`src/rtl/reorder_buffer_pkg.sv`:
```
// Shared types and sizing for the reorder buffer: index/count widths,
// instruction kind encodings and the flat entry field types.
package reorder_buffer_pkg;
  localparam int ROB_DEPTH = 32;
  localparam int ROB_IDX_W = $clog2(ROB_DEPTH);
  localparam int DATA_W    = 32;
  localparam int REG_IDX_W = 5;

  typedef logic [ROB_IDX_W-1:0] rob_idx_t;
  typedef logic [ROB_IDX_W:0]   rob_cnt_t;
  typedef logic [DATA_W-1:0]    data_t;
  typedef logic [REG_IDX_W-1:0] reg_idx_t;

  typedef enum logic [1:0] {
    KIND_ALU    = 2'b00,
    KIND_BRANCH = 2'b01,
    KIND_STORE  = 2'b10,
    KIND_LOAD   = 2'b11
  } kind_e;

  localparam logic ENABLE  = 1'b1;
  localparam logic DISABLE = 1'b0;

  localparam rob_cnt_t ROB_CNT_FULL = rob_cnt_t'(ROB_DEPTH);
endpackage

```
`src/rtl/reorder_buffer_if.sv`:
```
// Bundle of dispatch, operand query, writeback, commit and flush signals
// between the reorder buffer (slave) and the rest of the core (master).
interface reorder_buffer_if import reorder_buffer_pkg::*; ();
  logic             Dispatch_S;
  reg_idx_t         Dispatch_rd;
  logic [1:0]       Dispatch_kind;
  logic             ROB_full;
  rob_idx_t         ROB_freepos;
  rob_idx_t         Q1_pos, Q2_pos;
  logic             Q1_ready, Q2_ready;
  data_t            Q1_value, Q2_value;
  logic             ALU_S;
  rob_idx_t         ALU_pos;
  data_t            ALU_result;
  logic             ALU_jump_wrong;
  data_t            ALU_target;
  logic             LSB_S;
  rob_idx_t         LSB_pos;
  data_t            LSB_result;
  logic             ROB_write_S;
  reg_idx_t         ROB_rd;
  rob_idx_t         ROB_Reorder;
  data_t            ROB_result;
  logic             ROB_store_S;
  rob_idx_t         ROB_store_pos;
  logic             clr;
  data_t            clr_pc;

  modport slave (
    input  Dispatch_S, Dispatch_rd, Dispatch_kind, Q1_pos, Q2_pos,
           ALU_S, ALU_pos, ALU_result, ALU_jump_wrong, ALU_target,
           LSB_S, LSB_pos, LSB_result,
    output ROB_full, ROB_freepos, Q1_ready, Q2_ready, Q1_value, Q2_value,
           ROB_write_S, ROB_rd, ROB_Reorder, ROB_result,
           ROB_store_S, ROB_store_pos, clr, clr_pc
  );

  modport master (
    output Dispatch_S, Dispatch_rd, Dispatch_kind, Q1_pos, Q2_pos,
           ALU_S, ALU_pos, ALU_result, ALU_jump_wrong, ALU_target,
           LSB_S, LSB_pos, LSB_result,
    input  ROB_full, ROB_freepos, Q1_ready, Q2_ready, Q1_value, Q2_value,
           ROB_write_S, ROB_rd, ROB_Reorder, ROB_result,
           ROB_store_S, ROB_store_pos, clr, clr_pc
  );
endinterface

```
`src/rtl/reorder_buffer_ring_ctrl.sv`:
```
// Head/tail/occupancy bookkeeping for the circular buffer. The occupancy
// count, not pointer equality, separates full from empty.
module rob_ring_ctrl import reorder_buffer_pkg::*; (
  input  logic     clk,
  input  logic     rst,
  input  logic     alloc,
  input  logic     commit,
  input  logic     flush,
  output rob_idx_t head,
  output rob_idx_t tail,
  output logic     full
);
  rob_cnt_t count;

  always_ff @(posedge clk or negedge rst) begin
    if (!rst) begin
      head  <= '0;
      tail  <= '0;
      count <= '0;
    end else if (flush) begin
      head  <= '0;
      tail  <= '0;
      count <= '0;
    end else begin
      if (commit) head <= head + 1'b1;
      if (alloc)  tail <= tail + 1'b1;
      case ({alloc, commit})
        2'b10:   count <= count + 1'b1;
        2'b01:   count <= count - 1'b1;
        default: count <= count;
      endcase
    end
  end

  assign full = (count == ROB_CNT_FULL);
endmodule

```
`src/rtl/reorder_buffer.sv`:
```
// In-order reorder buffer: allocates at tail, collects ALU/LSB results,
// serves operand values to dispatch and retires the head one per cycle.
module reorder_buffer import reorder_buffer_pkg::*; (
  input  logic             clk,
  input  logic             rst,
  input  logic             rdy,
  reorder_buffer_if.slave  rob
);
  logic [ROB_DEPTH-1:0] busy_q, ready_q, jw_q;
  kind_e    kind_q   [ROB_DEPTH];
  reg_idx_t rd_q     [ROB_DEPTH];
  data_t    value_q  [ROB_DEPTH];
  data_t    target_q [ROB_DEPTH];

  rob_idx_t head, tail;
  logic     full;
  logic     live, commit, flush, alloc, alu_wb, lsb_wb;

  // Nothing moves while frozen or during the flush cycle itself.
  assign live   = rdy && !rob.clr;
  assign commit = live && busy_q[head] && ready_q[head];
  assign flush  = commit && (kind_q[head] == KIND_BRANCH) && jw_q[head];
  assign alloc  = live && !flush && rob.Dispatch_S && !full;
  assign alu_wb = live && !flush && rob.ALU_S && busy_q[rob.ALU_pos];
  assign lsb_wb = live && !flush && rob.LSB_S && busy_q[rob.LSB_pos];

  rob_ring_ctrl u_ring (
    .clk    (clk),
    .rst    (rst),
    .alloc  (alloc),
    .commit (commit),
    .flush  (flush),
    .head   (head),
    .tail   (tail),
    .full   (full)
  );

  assign rob.ROB_full    = full;
  assign rob.ROB_freepos = tail;

  always_ff @(posedge clk or negedge rst) begin
    if (!rst) begin
      busy_q  <= '0;
      ready_q <= '0;
    end else if (flush) begin
      busy_q  <= '0;
      ready_q <= '0;
    end else begin
      if (alu_wb) ready_q[rob.ALU_pos] <= ENABLE;
      if (lsb_wb) ready_q[rob.LSB_pos] <= ENABLE;
      if (commit) begin
        busy_q[head]  <= DISABLE;
        ready_q[head] <= DISABLE;
      end
      if (alloc) begin
        busy_q[tail]  <= ENABLE;
        ready_q[tail] <= DISABLE;
      end
    end
  end

  // Payload fields are only meaningful while busy, so they carry no reset.
  always_ff @(posedge clk) begin
    if (alu_wb) begin
      value_q[rob.ALU_pos]  <= rob.ALU_result;
      jw_q[rob.ALU_pos]     <= rob.ALU_jump_wrong;
      target_q[rob.ALU_pos] <= rob.ALU_target;
    end
    if (lsb_wb) value_q[rob.LSB_pos] <= rob.LSB_result;
    if (alloc) begin
      rd_q[tail]   <= rob.Dispatch_rd;
      kind_q[tail] <= kind_e'(rob.Dispatch_kind);
      jw_q[tail]   <= DISABLE;
    end
  end

  rob_idx_t [1:0] q_pos;
  logic     [1:0] q_rdy;
  data_t    [1:0] q_val;

  assign q_pos = {rob.Q2_pos, rob.Q1_pos};

  // Same-cycle writebacks bypass the entry array, ALU first.
  always_comb begin
    q_rdy = '0;
    q_val = '0;
    for (int q = 0; q < 2; q++) begin
      if (rob.ALU_S && rob.ALU_pos == q_pos[q]) begin
        q_rdy[q] = 1'b1;
        q_val[q] = rob.ALU_result;
      end else if (rob.LSB_S && rob.LSB_pos == q_pos[q]) begin
        q_rdy[q] = 1'b1;
        q_val[q] = rob.LSB_result;
      end else if (busy_q[q_pos[q]] && ready_q[q_pos[q]]) begin
        q_rdy[q] = 1'b1;
        q_val[q] = value_q[q_pos[q]];
      end
    end
  end

  assign rob.Q1_ready = q_rdy[0];
  assign rob.Q1_value = q_val[0];
  assign rob.Q2_ready = q_rdy[1];
  assign rob.Q2_value = q_val[1];

  always_ff @(posedge clk or negedge rst) begin
    if (!rst) begin
      rob.clr           <= 1'b0;
      rob.clr_pc        <= '0;
      rob.ROB_write_S   <= 1'b0;
      rob.ROB_rd        <= '0;
      rob.ROB_Reorder   <= '0;
      rob.ROB_result    <= '0;
      rob.ROB_store_S   <= 1'b0;
      rob.ROB_store_pos <= '0;
    end else begin
      rob.clr         <= 1'b0;
      rob.ROB_write_S <= 1'b0;
      rob.ROB_store_S <= 1'b0;
      if (commit) begin
        if (kind_q[head] == KIND_STORE) begin
          rob.ROB_store_S   <= 1'b1;
          rob.ROB_store_pos <= head;
        end else if (rd_q[head] != '0) begin
          rob.ROB_write_S <= 1'b1;
          rob.ROB_rd      <= rd_q[head];
          rob.ROB_Reorder <= head;
          rob.ROB_result  <= value_q[head];
        end
        if (flush) begin
          rob.clr    <= 1'b1;
          rob.clr_pc <= target_q[head];
        end
      end
    end
  end
endmodule

```
`src/flat_wrapper.sv`:
```
// flat-port wrapper written by rule: the top's interface ports become plain ports
module reorder_buffer_flat import reorder_buffer_pkg::*;
  (clk, rst, rdy, rob_Dispatch_S, rob_Dispatch_rd, rob_Dispatch_kind, rob_Q1_pos, rob_Q2_pos, rob_ALU_S, rob_ALU_pos, rob_ALU_result, rob_ALU_jump_wrong, rob_ALU_target, rob_LSB_S, rob_LSB_pos, rob_LSB_result, rob_ROB_full, rob_ROB_freepos, rob_Q1_ready, rob_Q2_ready, rob_Q1_value, rob_Q2_value, rob_ROB_write_S, rob_ROB_rd, rob_ROB_Reorder, rob_ROB_result, rob_ROB_store_S, rob_ROB_store_pos, rob_clr, rob_clr_pc);
  reorder_buffer_if rob_i ();
  input  logic clk;
  input  logic rst;
  input  logic rdy;
  input wire logic [$bits(rob_i.Dispatch_S)-1:0] rob_Dispatch_S;
  input wire logic [$bits(rob_i.Dispatch_rd)-1:0] rob_Dispatch_rd;
  input wire logic [$bits(rob_i.Dispatch_kind)-1:0] rob_Dispatch_kind;
  input wire logic [$bits(rob_i.Q1_pos)-1:0] rob_Q1_pos;
  input wire logic [$bits(rob_i.Q2_pos)-1:0] rob_Q2_pos;
  input wire logic [$bits(rob_i.ALU_S)-1:0] rob_ALU_S;
  input wire logic [$bits(rob_i.ALU_pos)-1:0] rob_ALU_pos;
  input wire logic [$bits(rob_i.ALU_result)-1:0] rob_ALU_result;
  input wire logic [$bits(rob_i.ALU_jump_wrong)-1:0] rob_ALU_jump_wrong;
  input wire logic [$bits(rob_i.ALU_target)-1:0] rob_ALU_target;
  input wire logic [$bits(rob_i.LSB_S)-1:0] rob_LSB_S;
  input wire logic [$bits(rob_i.LSB_pos)-1:0] rob_LSB_pos;
  input wire logic [$bits(rob_i.LSB_result)-1:0] rob_LSB_result;
  output wire logic [$bits(rob_i.ROB_full)-1:0] rob_ROB_full;
  output wire logic [$bits(rob_i.ROB_freepos)-1:0] rob_ROB_freepos;
  output wire logic [$bits(rob_i.Q1_ready)-1:0] rob_Q1_ready;
  output wire logic [$bits(rob_i.Q2_ready)-1:0] rob_Q2_ready;
  output wire logic [$bits(rob_i.Q1_value)-1:0] rob_Q1_value;
  output wire logic [$bits(rob_i.Q2_value)-1:0] rob_Q2_value;
  output wire logic [$bits(rob_i.ROB_write_S)-1:0] rob_ROB_write_S;
  output wire logic [$bits(rob_i.ROB_rd)-1:0] rob_ROB_rd;
  output wire logic [$bits(rob_i.ROB_Reorder)-1:0] rob_ROB_Reorder;
  output wire logic [$bits(rob_i.ROB_result)-1:0] rob_ROB_result;
  output wire logic [$bits(rob_i.ROB_store_S)-1:0] rob_ROB_store_S;
  output wire logic [$bits(rob_i.ROB_store_pos)-1:0] rob_ROB_store_pos;
  output wire logic [$bits(rob_i.clr)-1:0] rob_clr;
  output wire logic [$bits(rob_i.clr_pc)-1:0] rob_clr_pc;
  assign rob_i.Dispatch_S = rob_Dispatch_S;
  assign rob_i.Dispatch_rd = rob_Dispatch_rd;
  assign rob_i.Dispatch_kind = rob_Dispatch_kind;
  assign rob_i.Q1_pos = rob_Q1_pos;
  assign rob_i.Q2_pos = rob_Q2_pos;
  assign rob_i.ALU_S = rob_ALU_S;
  assign rob_i.ALU_pos = rob_ALU_pos;
  assign rob_i.ALU_result = rob_ALU_result;
  assign rob_i.ALU_jump_wrong = rob_ALU_jump_wrong;
  assign rob_i.ALU_target = rob_ALU_target;
  assign rob_i.LSB_S = rob_LSB_S;
  assign rob_i.LSB_pos = rob_LSB_pos;
  assign rob_i.LSB_result = rob_LSB_result;
  assign rob_ROB_full = rob_i.ROB_full;
  assign rob_ROB_freepos = rob_i.ROB_freepos;
  assign rob_Q1_ready = rob_i.Q1_ready;
  assign rob_Q2_ready = rob_i.Q2_ready;
  assign rob_Q1_value = rob_i.Q1_value;
  assign rob_Q2_value = rob_i.Q2_value;
  assign rob_ROB_write_S = rob_i.ROB_write_S;
  assign rob_ROB_rd = rob_i.ROB_rd;
  assign rob_ROB_Reorder = rob_i.ROB_Reorder;
  assign rob_ROB_result = rob_i.ROB_result;
  assign rob_ROB_store_S = rob_i.ROB_store_S;
  assign rob_ROB_store_pos = rob_i.ROB_store_pos;
  assign rob_clr = rob_i.clr;
  assign rob_clr_pc = rob_i.clr_pc;
  reorder_buffer u_core (.clk(clk), .rst(rst), .rdy(rdy), .rob(rob_i));
endmodule
```
`config.mk`:
```
export PLATFORM = sky130hd
export DESIGN_NAME = reorder_buffer_flat
export DESIGN_NICKNAME = d
export VERILOG_FILES = /design/src/rtl/reorder_buffer_pkg.sv /design/src/rtl/reorder_buffer_if.sv /design/src/rtl/reorder_buffer_ring_ctrl.sv /design/src/rtl/reorder_buffer.sv /design/src/flat_wrapper.sv
export SDC_FILE = /design/constraint.sdc
export NUM_CORES = 2
export LEC_CHECK = 0
export CAP_MARGIN = 15
export CORE_MARGIN = 1.5
export CORE_UTILIZATION = 39
export DETAILED_ROUTE_END_ITERATION = 8
export GPL_TIMING_DRIVEN = 0
export PLACE_DENSITY_LB_ADDON = 0.15
export SLEW_MARGIN = 20
export SYNTH_ARGS = -nofsm -noshare
export SYNTH_HDL_FRONTEND = slang
export SYNTH_SLANG_ARGS = --single-unit
```
`constraint.sdc`:
```
create_clock -name clk -period 16.9 [get_ports clk]
set_input_delay 1.69 -clock clk [delete_from_list [all_inputs] [get_ports clk]]
set_output_delay 1.69 -clock clk [all_outputs]
set_load 0.005 [all_outputs]
```
==> results.sh <==
export IMPL_status="finished with violations"
export IMPL_violations="DRC"
export IMPL_setup_worst_path_start_class="input pin"
export IMPL_setup_ws_ns=7.15
export IMPL_maxCapViolCount=0
export IMPL_drt_pass1_iter_count=9
export IMPL_multi_input_area_mm2=0.0510
export IMPL_dieArea_mm2=0.329
export IMPL_vias=90700
export IMPL_syn_nets=7261
export IMPL_setup_tns_ns=0
export IMPL_cts_resized=0
export IMPL_clock_skew_ns=0.0605
export IMPL_finalNetCount=8159
export IMPL_synth_top_cell_area_share=0.537
export IMPL_power_share_switching=0.364
export IMPL_nFillCells=27600
export IMPL_power_density_mw_per_mm2=138
export IMPL_fmax_mhz=103
export IMPL_rsz0062_at_grt="false"
export IMPL_grt_busiest_layer="met2"
export IMPL_crit_type="in2out"
export IMPL_wirelength_um=645000
export IMPL_postSynthCellCount=7118
export IMPL_p_clk_frac=0.310
export IMPL_yosys_most_used_dff="edfxtp_1"
export IMPL_antenna_found_initial=75
export IMPL_grt_max_degree=69
export IMPL_drc=54
export IMPL_drive_gt1_frac=0.439
export IMPL_grt_pass1_vias=84700
export IMPL_cts_root_buf="clkbuf_16"
export IMPL_overflow=0
export IMPL_hold_path_class="reg2reg"
export IMPL_tightest_slew_ns=1.42
export IMPL_synth_async_sr_flop_share=0.0657
export IMPL_post_route_period_util=0.577
export IMPL_dp_slack_ns=7.60
export IMPL_io_buffers=272
export IMPL_yosysMostFrequentCell="edfxtp_1"
export IMPL_ys_ff_latch=2466
export IMPL_h_tree_depth=5
export IMPL_fin_hold_ws_ns=0.482
export IMPL_row_count=209
export IMPL_cp_end_kind="output pin"
export IMPL_die_x_um=574
export IMPL_vdd_ir_drop_worst_v=0.0000823
export IMPL_r2r_end="u_core.value_q[13][12]"
export IMPL_yosysTopAreaCell="edfxtp_1"
export IMPL_ioPinCount=284
export IMPL_synthTopCellsByArea="edfxtp_1 (54%), mux4_2 (22%), mux2_2 (8.8%)"
export IMPL_avgViaCountPerCell=7.18
export IMPL_globalRouteTotalUtil=0.384
export IMPL_use_met2=0.530
export IMPL_cts_buffers=294
export IMPL_cp_max_fo=10
export IMPL_worst_endpoint_required_ns=15.21
export IMPL_drt_iter0_drc=16600
export IMPL_r2r_start="u_core.u_ring.head[1]"
export IMPL_grt_use_met3=0.164
export IMPL_hold_viol=0
export IMPL_seqPwrFrac=0.341
export IMPL_groute_layer_met1_usage=0.493
export IMPL_clk_path_buf_depth=4
export IMPL_ys_warn_count=0
export IMPL_area_growth_pct=19.3
export IMPL_initial_utilization=0.392
export IMPL_cts_sinks=2466
export IMPL_dp_hpwl_um=452000
export IMPL_power_switching_mw=7.59
export IMPL_fin_crit_ns=9.75
export IMPL_cts_hold_buf=0
export IMPL_synthDistinctLibCells=84
export IMPL_power_frac_comb=0.349
export IMPL_syn_avg_cell_area_um2=17.9
export IMPL_setup_viol=0
export IMPL_worst_ep_arrival_time_ns=8.06
export IMPL_worst_slew_margin_rel=0.0523
export IMPL_synthesis_area_mm2=0.127
export IMPL_grt_pass1_wl_um=829000
export IMPL_post_cts_buffers=0
export IMPL_synth_edf_count=2272
export IMPL_seq_area_frac_synth=0.574
export IMPL_clkTransAtPathRegs_ns=0.06
export IMPL_layout_area_seq_mm2=0.0729
export IMPL_report_final_slew_viol_count=0
export IMPL_drtAntennaViolNets=0
export IMPL_min_to="u_core.jw_q[9]"
export IMPL_die_h_um=574
export IMPL_cts_tree="yes"
export IMPL_reg2reg_depth=14
export IMPL_holdCritStartpoint="u_core.jw_q[9]"
export IMPL_total_leakage_power_nw=49.7
export IMPL_post_drt_wl_per_cell_um=51.0
export IMPL_hold_depth=2
export IMPL_p_int_mw=13.3
export IMPL_yosys_top_cells_count="edfxtp_1 (2,272), mux4_2 (1,235), mux2_2 (990), clkbuf_1 (426), nand2_1 (214)"
export IMPL_core_region_area_mm2=0.324
export IMPL_clk_latency_ns=0.98
export IMPL_gp_congestion=0.989
export IMPL_r2r_slack_ns=10.79
-- flip-flops by register name, summed over array words and instances (netlist names) --
signal / cells
u_core.target_q: 1024
u_core.value_q: 1024
u_core.rd_q: 160
u_core.kind_q: 64
u_core.busy_q: 32
u_core.jw_q: 32
u_core.ready_q: 32
u_core.rob.ROB_result: 32
u_core.rob.clr_pc: 32
u_core.u_ring.count: 6
u_core.rob.ROB_Reorder: 5
u_core.rob.ROB_rd: 5
u_core.rob.ROB_store_pos: 5
u_core.u_ring.head: 5
u_core.u_ring.tail: 5
u_core.rob.ROB_store_S: 1
u_core.rob.ROB_write_S: 1
u_core.rob.clr: 1
-- critical path, stage by stage --
cell	delay [ns]
clkbuf_1	0.81
clkbuf_1	0.82
buf_1	0.79
mux4_2	0.43
o21ai_0	0.20
o211ai_1	0.13
o21ai_2	0.38
clkbuf_1	0.99
a22oi_1	0.15
o21ai_0	0.94
clkdlybuf4s50_1	0.68
-- placed cells by master (no fill, tap or decap), drive strengths merged, types with 14 or more instances in the layout --
cell type / count
nand3: 72
clkinv: 100
edfxtp: 2272
o22ai: 16
nand2b: 15
a31oi: 30
a22o: 63
a22oi: 160
and3: 37
clkdlybuf4s50: 257
mux4: 1236
o211ai: 14
a221oi: 68
diode: 50
nand2: 215
o221ai: 16
a21oi: 83
mux2: 1078
buf: 691
xor2: 22
and2: 14
clkbuf: 818
nor2: 151
mux2i: 179
nor3: 16
or2: 16
o21ai: 128
dfxtp: 32
inv: 59
dfrtp: 162
a2111oi: 25
nand4: 18
bufinv: 25
-- final cells by class --
type | count | area share
diodes | 50 | 0.000826
plain buffers | 773 | 0.0252
clock buffers | 391 | 0.0526
clock inverters | 147 | 0.0101
inverters | 43 | 0.00115
multi-input cells | 3836 | 0.336
flip-flops and latches | 2466 | 0.481
well taps | 4325 | 0.0357
repair buffers | 602 | 0.0569
-- kinds of logic (layout without fill, tap and decap cells) --
logic type | count (synthesis) | after routing | share of synthesized area
mux | 2493 | 2493 | 0.331
flops | 2466 | 2466 | 0.574
buf+inv | 816 | 1956 | 0.0290
compound gates | 688 | 688 | 0.0403
simple gates | 610 | 610 | 0.0228
xor+xnor | 32 | 32 | 0.00221
fa+ha+maj | 13 | 13 | 0.00128
other cells | 0 | 50 | 0
-- worst max-delay path by stage --
stage / from / endpoint / slack, ns
6_report: rob_Q2_pos[0] / rob_Q2_value[7] / 7.15
3_5_place_dp: rob_Q2_pos[0] / rob_Q2_value[5] / 7.60
4_1_cts: rob_Q2_pos[0] / rob_Q2_value[5] / 7.58
3_3_place_gp: rob_ALU_pos[1] / u_core.value_q[9][15] / 0.20
2_1_floorplan: rob_ALU_pos[0] / u_core.value_q[1][0] / 9.09
5_1_grt: rob_Q2_pos[0] / rob_Q2_value[5] / 7.49
-- through the flow --
step	cell area [um^2]	cells	utilization	total power, mW
2_1_floorplan	127000	7118	-	10.6
3_3_place_gp	135000	11700	0.417	13.8
3_5_place_dp	142000	12000	0.438	14.2
4_1_cts	151000	12600	0.467	20.5
5_1_grt	151000	12600	0.467	21.1
6_report	152000	12600	0.467	20.9
-- routing by layer --
metal / share of wire / vias up
li1: - / 31700
met1: 0.36 / 47900
met2: 0.41 / 8832
met3: 0.15 / 2172
met4: 0.078 / 52
met5: 0.00092 / -
-- power groups by stage --
stage | clock [mW] | sequential, mW | combinational (mW)
after floorplan | 0 | 7.13 | 3.47
after global placement | 0 | 7.23 | 6.59
after detailed placement | 0 | 7.23 | 6.95
after CTS | 6.46 | 7.11 | 6.97
after global routing | 6.68 | 7.13 | 7.29
final | 6.48 | 7.11 | 7.28
(Power assumes the default switching activity.)
